`config.mk`:
```
export PLATFORM = sky130hd
export DESIGN_NAME = flick_input_conditioner
export DESIGN_NICKNAME = d
export VERILOG_FILES = /design/src/rtl/flick_input_conditioner.sv
export SDC_FILE = /design/constraint.sdc
export NUM_CORES = 1
export LEC_CHECK = 0
export CELL_PAD_IN_SITES_DETAIL_PLACEMENT = 0
export CELL_PAD_IN_SITES_GLOBAL_PLACEMENT = 2
export CORE_MARGIN = 1.5
export CORE_UTILIZATION = 36
export CTS_CLUSTER_DIAMETER = 60
export CTS_CLUSTER_SIZE = 8
export DETAILED_ROUTE_END_ITERATION = 8
export PLACE_DENSITY = 0.83
export SKIP_LAST_GASP = 1
export SLEW_MARGIN = 10
export SYNTH_ARGS = -nofsm -noshare
export SYNTH_HDL_FRONTEND = slang
export SYNTH_SLANG_ARGS = --single-unit
```
`constraint.sdc`:
```
create_clock -name clk -period 2.47 [get_ports clk]
set_clock_uncertainty 0.05 [all_clocks]
set_input_delay 0.3705 -clock clk [delete_from_list [all_inputs] [get_ports clk]]
set_output_delay 0.3705 -clock clk [all_outputs]
set_load 0.01 [all_outputs]
```
`src/rtl/flick_input_conditioner.sv`:
```
// Purpose: synchronise and debounce a raw push-button and emit one stretched flick pulse per accepted press.
// Latency: flick rises SYNC_STAGES+DEBOUNCE_CYCLES edges after btn_raw is first sampled high; all outputs registered.
// Backpressure: none; flick is a fire-and-forget pulse held PULSE_LEN cycles so the consumer can catch it.
module flick_input_conditioner #(
  parameter int SYNC_STAGES     = 2,
  parameter int DEBOUNCE_CYCLES = 4,
  parameter int PULSE_LEN       = 3,
  parameter int CNT_W           = 8
) (
  input  logic             clk,
  input  logic             rst,
  input  logic             btn_raw,
  output logic             flick,
  output logic             btn_level,
  output logic [CNT_W-1:0] press_count
);

  localparam int DBW = $clog2(DEBOUNCE_CYCLES);
  localparam int PCW = (PULSE_LEN > 1) ? $clog2(PULSE_LEN) : 1;
  localparam logic [DBW-1:0] DB_MAX    = DBW'(DEBOUNCE_CYCLES - 1);
  localparam logic [PCW-1:0] PULSE_MAX = PCW'(PULSE_LEN - 1);

  typedef enum logic [1:0] {
    IDLE         = 2'd0,
    PRESS_WAIT   = 2'd1,
    PRESSED      = 2'd2,
    RELEASE_WAIT = 2'd3
  } state_t;

  logic [SYNC_STAGES-1:0] sync_q;
  logic                   btn_sync;
  state_t                 state_q, state_d;
  logic [DBW-1:0]         db_cnt_q, db_cnt_d;
  logic [PCW-1:0]         pulse_cnt_q;
  logic                   accept;
  logic                   release_done;

  assign btn_sync = sync_q[SYNC_STAGES-1];

  // Synchroniser chain: btn_raw enters at bit 0, btn_sync leaves from the top bit.
  always_ff @(posedge clk or posedge rst) begin
    if (rst) sync_q <= '0;
    else     sync_q <= {sync_q[SYNC_STAGES-2:0], btn_raw};
  end

  // Debounce state and stability counter registers.
  always_ff @(posedge clk or posedge rst) begin
    if (rst) begin
      state_q  <= IDLE;
      db_cnt_q <= '0;
    end else begin
      state_q  <= state_d;
      db_cnt_q <= db_cnt_d;
    end
  end

  // Next-state logic; accept/release_done mark the edges where the debounced level changes.
  always_comb begin
    state_d      = state_q;
    db_cnt_d     = db_cnt_q;
    accept       = 1'b0;
    release_done = 1'b0;
    case (state_q)
      IDLE: begin
        if (btn_sync) begin
          state_d  = PRESS_WAIT;
          db_cnt_d = '0;
        end
      end
      PRESS_WAIT: begin
        if (!btn_sync) begin
          state_d = IDLE;
        end else if (db_cnt_q == DB_MAX) begin
          state_d = PRESSED;
          accept  = 1'b1;
        end else begin
          db_cnt_d = db_cnt_q + 1'b1;
        end
      end
      PRESSED: begin
        if (!btn_sync) begin
          state_d  = RELEASE_WAIT;
          db_cnt_d = '0;
        end
      end
      RELEASE_WAIT: begin
        // A short low blip returns to PRESSED without re-triggering a pulse.
        if (btn_sync) begin
          state_d = PRESSED;
        end else if (db_cnt_q == DB_MAX) begin
          state_d      = IDLE;
          release_done = 1'b1;
        end else begin
          db_cnt_d = db_cnt_q + 1'b1;
        end
      end
      default: state_d = IDLE;
    endcase
  end

  // Debounced level and press counter update on acceptance / completed release.
  always_ff @(posedge clk or posedge rst) begin
    if (rst) begin
      btn_level   <= 1'b0;
      press_count <= '0;
    end else begin
      if (accept) begin
        btn_level   <= 1'b1;
        press_count <= press_count + 1'b1;
      end else if (release_done) begin
        btn_level <= 1'b0;
      end
    end
  end

  // Pulse stretcher: reload on acceptance, count down, drop flick once the count is exhausted.
  always_ff @(posedge clk or posedge rst) begin
    if (rst) begin
      flick       <= 1'b0;
      pulse_cnt_q <= '0;
    end else if (accept) begin
      flick       <= 1'b1;
      pulse_cnt_q <= PULSE_MAX;
    end else if (pulse_cnt_q != '0) begin
      pulse_cnt_q <= pulse_cnt_q - 1'b1;
    end else if (flick) begin
      flick <= 1'b0;
    end
  end

endmodule

```
==> flow_summary.json <==
{
  "outcome": "finished clean",
  "ys_warn_count": 0,
  "synth_cell_types": 20,
  "worstPathMaxFanout": 5,
  "avgSynthCellArea_um2": 11.8,
  "p_leak_nw": 0.471,
  "synthFlopType": "dfrtp_1",
  "drt-total-wl_um": 1260,
  "grt_pass1_wl_um": 2370,
  "finalHoldViolCount": 0,
  "drtAntennaViolNets": 0,
  "track_usage_pct": 12.5,
  "maxClockFrequency_mhz": 582,
  "final_area_um2": 993,
  "gp_congestion": 0.690,
  "endpoint": "press_count[0]",
  "cts_hold_buffers": 0,
  "crit_arrival_ns": 1.30,
  "r2r_start": "db_cnt_q[0]",
  "cp_slowest_cell": "clkdlybuf4s50_1",
  "drt_iter0_drc": 1,
  "stdcell_count": 111,
  "yosysTopAreaCellShare_pct": 54.6,
  "p_total_uw": 871,
  "crit-reg2reg-capture": "press_count[7]",
  "path_depth": 1,
  "numCtsBuffers": 3,
  "synth_seq_area_share_pct": 54.6,
  "initial_utilization_pct": 37.6,
  "final_common_cell": "dfrtp_1",
  "critPathTopFamily": "buffers and inverters",
  "irDropWorstVdd_uv": 511,
  "io_pins": 13,
  "hp-class": "flip-flop to flip-flop",
  "grt_max_degree": 19,
  "dr_total_vias": 521,
  "rrSetupSlack_ns": 0.94,
  "synth_nets": 76,
  "ys_top_cells_by_area": "dfrtp_1 55%, xnor2_1 5.3%, xor2_1 5.3%",
  "fp.coreArea_um2": 2190,
  "cts_setup_buffers": 0,
  "antenna_found_initial": 0,
  "max_slew.worst_pin.slew_ns": 0.684,
  "finalSetupViolations": 0,
  "dp.cells": 107,
  "max-slew-margin-rel_pct": 54.4,
  "cts-root-buf": "clkbuf_4",
  "cts_resized": 0,
  "synth-edff-count": 0,
  "rsz0062_at_grt": "no",
  "wire_per_inst_um": 11.4,
  "drive_above_1_share_pct": 9.64,
  "nNetsFinal": 90,
  "startpoint": "press_count[0]",
  "cp_num_buf_inv": 1,
  "period_share_pct": 69.5,
  "mappedNetlistArea_um2": 825,
  "area_growth_pct": 20.5,
  "drv_slew": 0,
  "clkTransAtPathRegs_ns": 0.10,
  "startpoint_type": "flip-flop",
  "dp_hpwl_um": 927,
  "r2r_cells": 4,
  "final.setup.tns_ns": 0,
  "die_w_um": 50.9,
  "cts.htree.levels": 1,
  "post_synth_inst_count": 70,
  "most-common-layout-cells": "18 x dfrtp_1, 12 x clkdlybuf4s50_1, 9 x nand2_1",
  "std_cell_rows": 17,
  "worstSkewPairLatency_ns": 0.28,
  "viasPerCell": 4.69,
  "die_area_um2": 2590,
  "die_h_um": 50.9,
  "critPathRequiredTime_ns": 2.05,
  "dr.pass1.iters": 2,
  "numPortBuffers": 12,
  "cts_tree": "built",
  "fillers": 218,
  "endpoint_kind": "output pin",
  "cp_cell_sequence": "clkdlybuf4s50_1",
  "cpPeakStageDelay_ns": 0.57,
  "antennaDiodeCount": 0,
  "register_area_um2": 450,
  "dpl_cell_area_um2": 957,
  "p_per_area_nw_per_um2": 877,
  "worst-setup-path-type": "flip-flop to output pin",
  "numClockSinks": 18,
  "cts_buffer_depth": 2,
  "grt_overflow": 0,
  "min_period_ns": 1.72,
  "max-cap-violations": 0,
  "yosysTopAreaCell": "dfrtp_1",
  "multi_input_area_um2": 333,
  "synthArstFlopShare_pct": 100,
  "first_global_vias": 520,
  "ys_seq_elements": 18,
  "drc": 0
}
-- power by group --
| part | internal [mW] | switching (mW) |
|---|---|---|
| clock network | 0.0896 | 0.0895 |
| logic | 0.142 | 0.109 |
| registers | 0.363 | 0.0782 |
| total | 0.594 | 0.277 |
-- final cells by class --
type,count,area share [%]
sequential,18,45.3
multi-input combinational,44,33.5
timing repair buffer,12,12.1
clock buffer,4,3.65
tap,28,3.53
inverter,5,1.89
-- cells in the mapped netlist, types with 2 or more instances --
cell     count
a31o_1       2
buf_4        3
dfrtp_1     18
ha_1         3
inv_1        5
mux2_2       2
nand2_1      9
nand3_1      2
nand4_1      2
nor2_1       2
nor3_1       2
o21ai_0      4
xnor2_1      5
xor2_1       5
-- kinds of logic (layout without fill, tap and decap cells) --
group	count (synthesis)	count (layout)	synth area share, %
and+or+nand+nor	20	20	15.6
buffers and inverters	8	21	5.01
AOI/OAI and AO/OA	9	9	6.83
muxes	2	2	2.73
DFF	18	18	54.6
adders and majority gates	3	3	4.55
xor gates and xnor gates	10	10	10.6
-- metrics by stage --
stage | setup slack [ns] | hold WS [ns] | util (%)
after floorplan | 1.14 | 0.259 | -
after global placement | 0.967 | 0.284 | 43.7
after detailed placement | 0.946 | 0.289 | 43.7
after CTS | 0.740 | 0.315 | 45.3
after global routing | 0.681 | 0.318 | 45.3
final | 0.752 | 0.310 | 45.3
-- worst min path at each step --
stage               startpoint   endpoint  slack, ns  depth (start not counted)
detailed placement   sync_q[0]  sync_q[1]       0.29                          0
floorplan                  rst  async pin       0.26                          1
CTS                  sync_q[0]  sync_q[1]       0.32                          0
global placement     sync_q[0]  sync_q[1]       0.28                          0
finish               sync_q[0]  sync_q[1]       0.31                          0
global route         sync_q[0]  sync_q[1]       0.32                          0
-- layer usage --
| metal | wire [um] | track usage (%) |
|---|---|---|
| met1 | 655 | 17.9 |
| met2 | 560 | 17.5 |
| met3 | 33 | 3.51 |
| met4 | 14 | 5.41 |
| met5 | 0 | 0 |
-- registers in the layout (all words and copies together), names as in the netlist, named ones only --
signal       flops
press_count      8
db_cnt_q         2
pulse_cnt_q      2
flick            1
sync_q           2
state_q          1
btn_level        1
(Power assumes the default switching activity.)
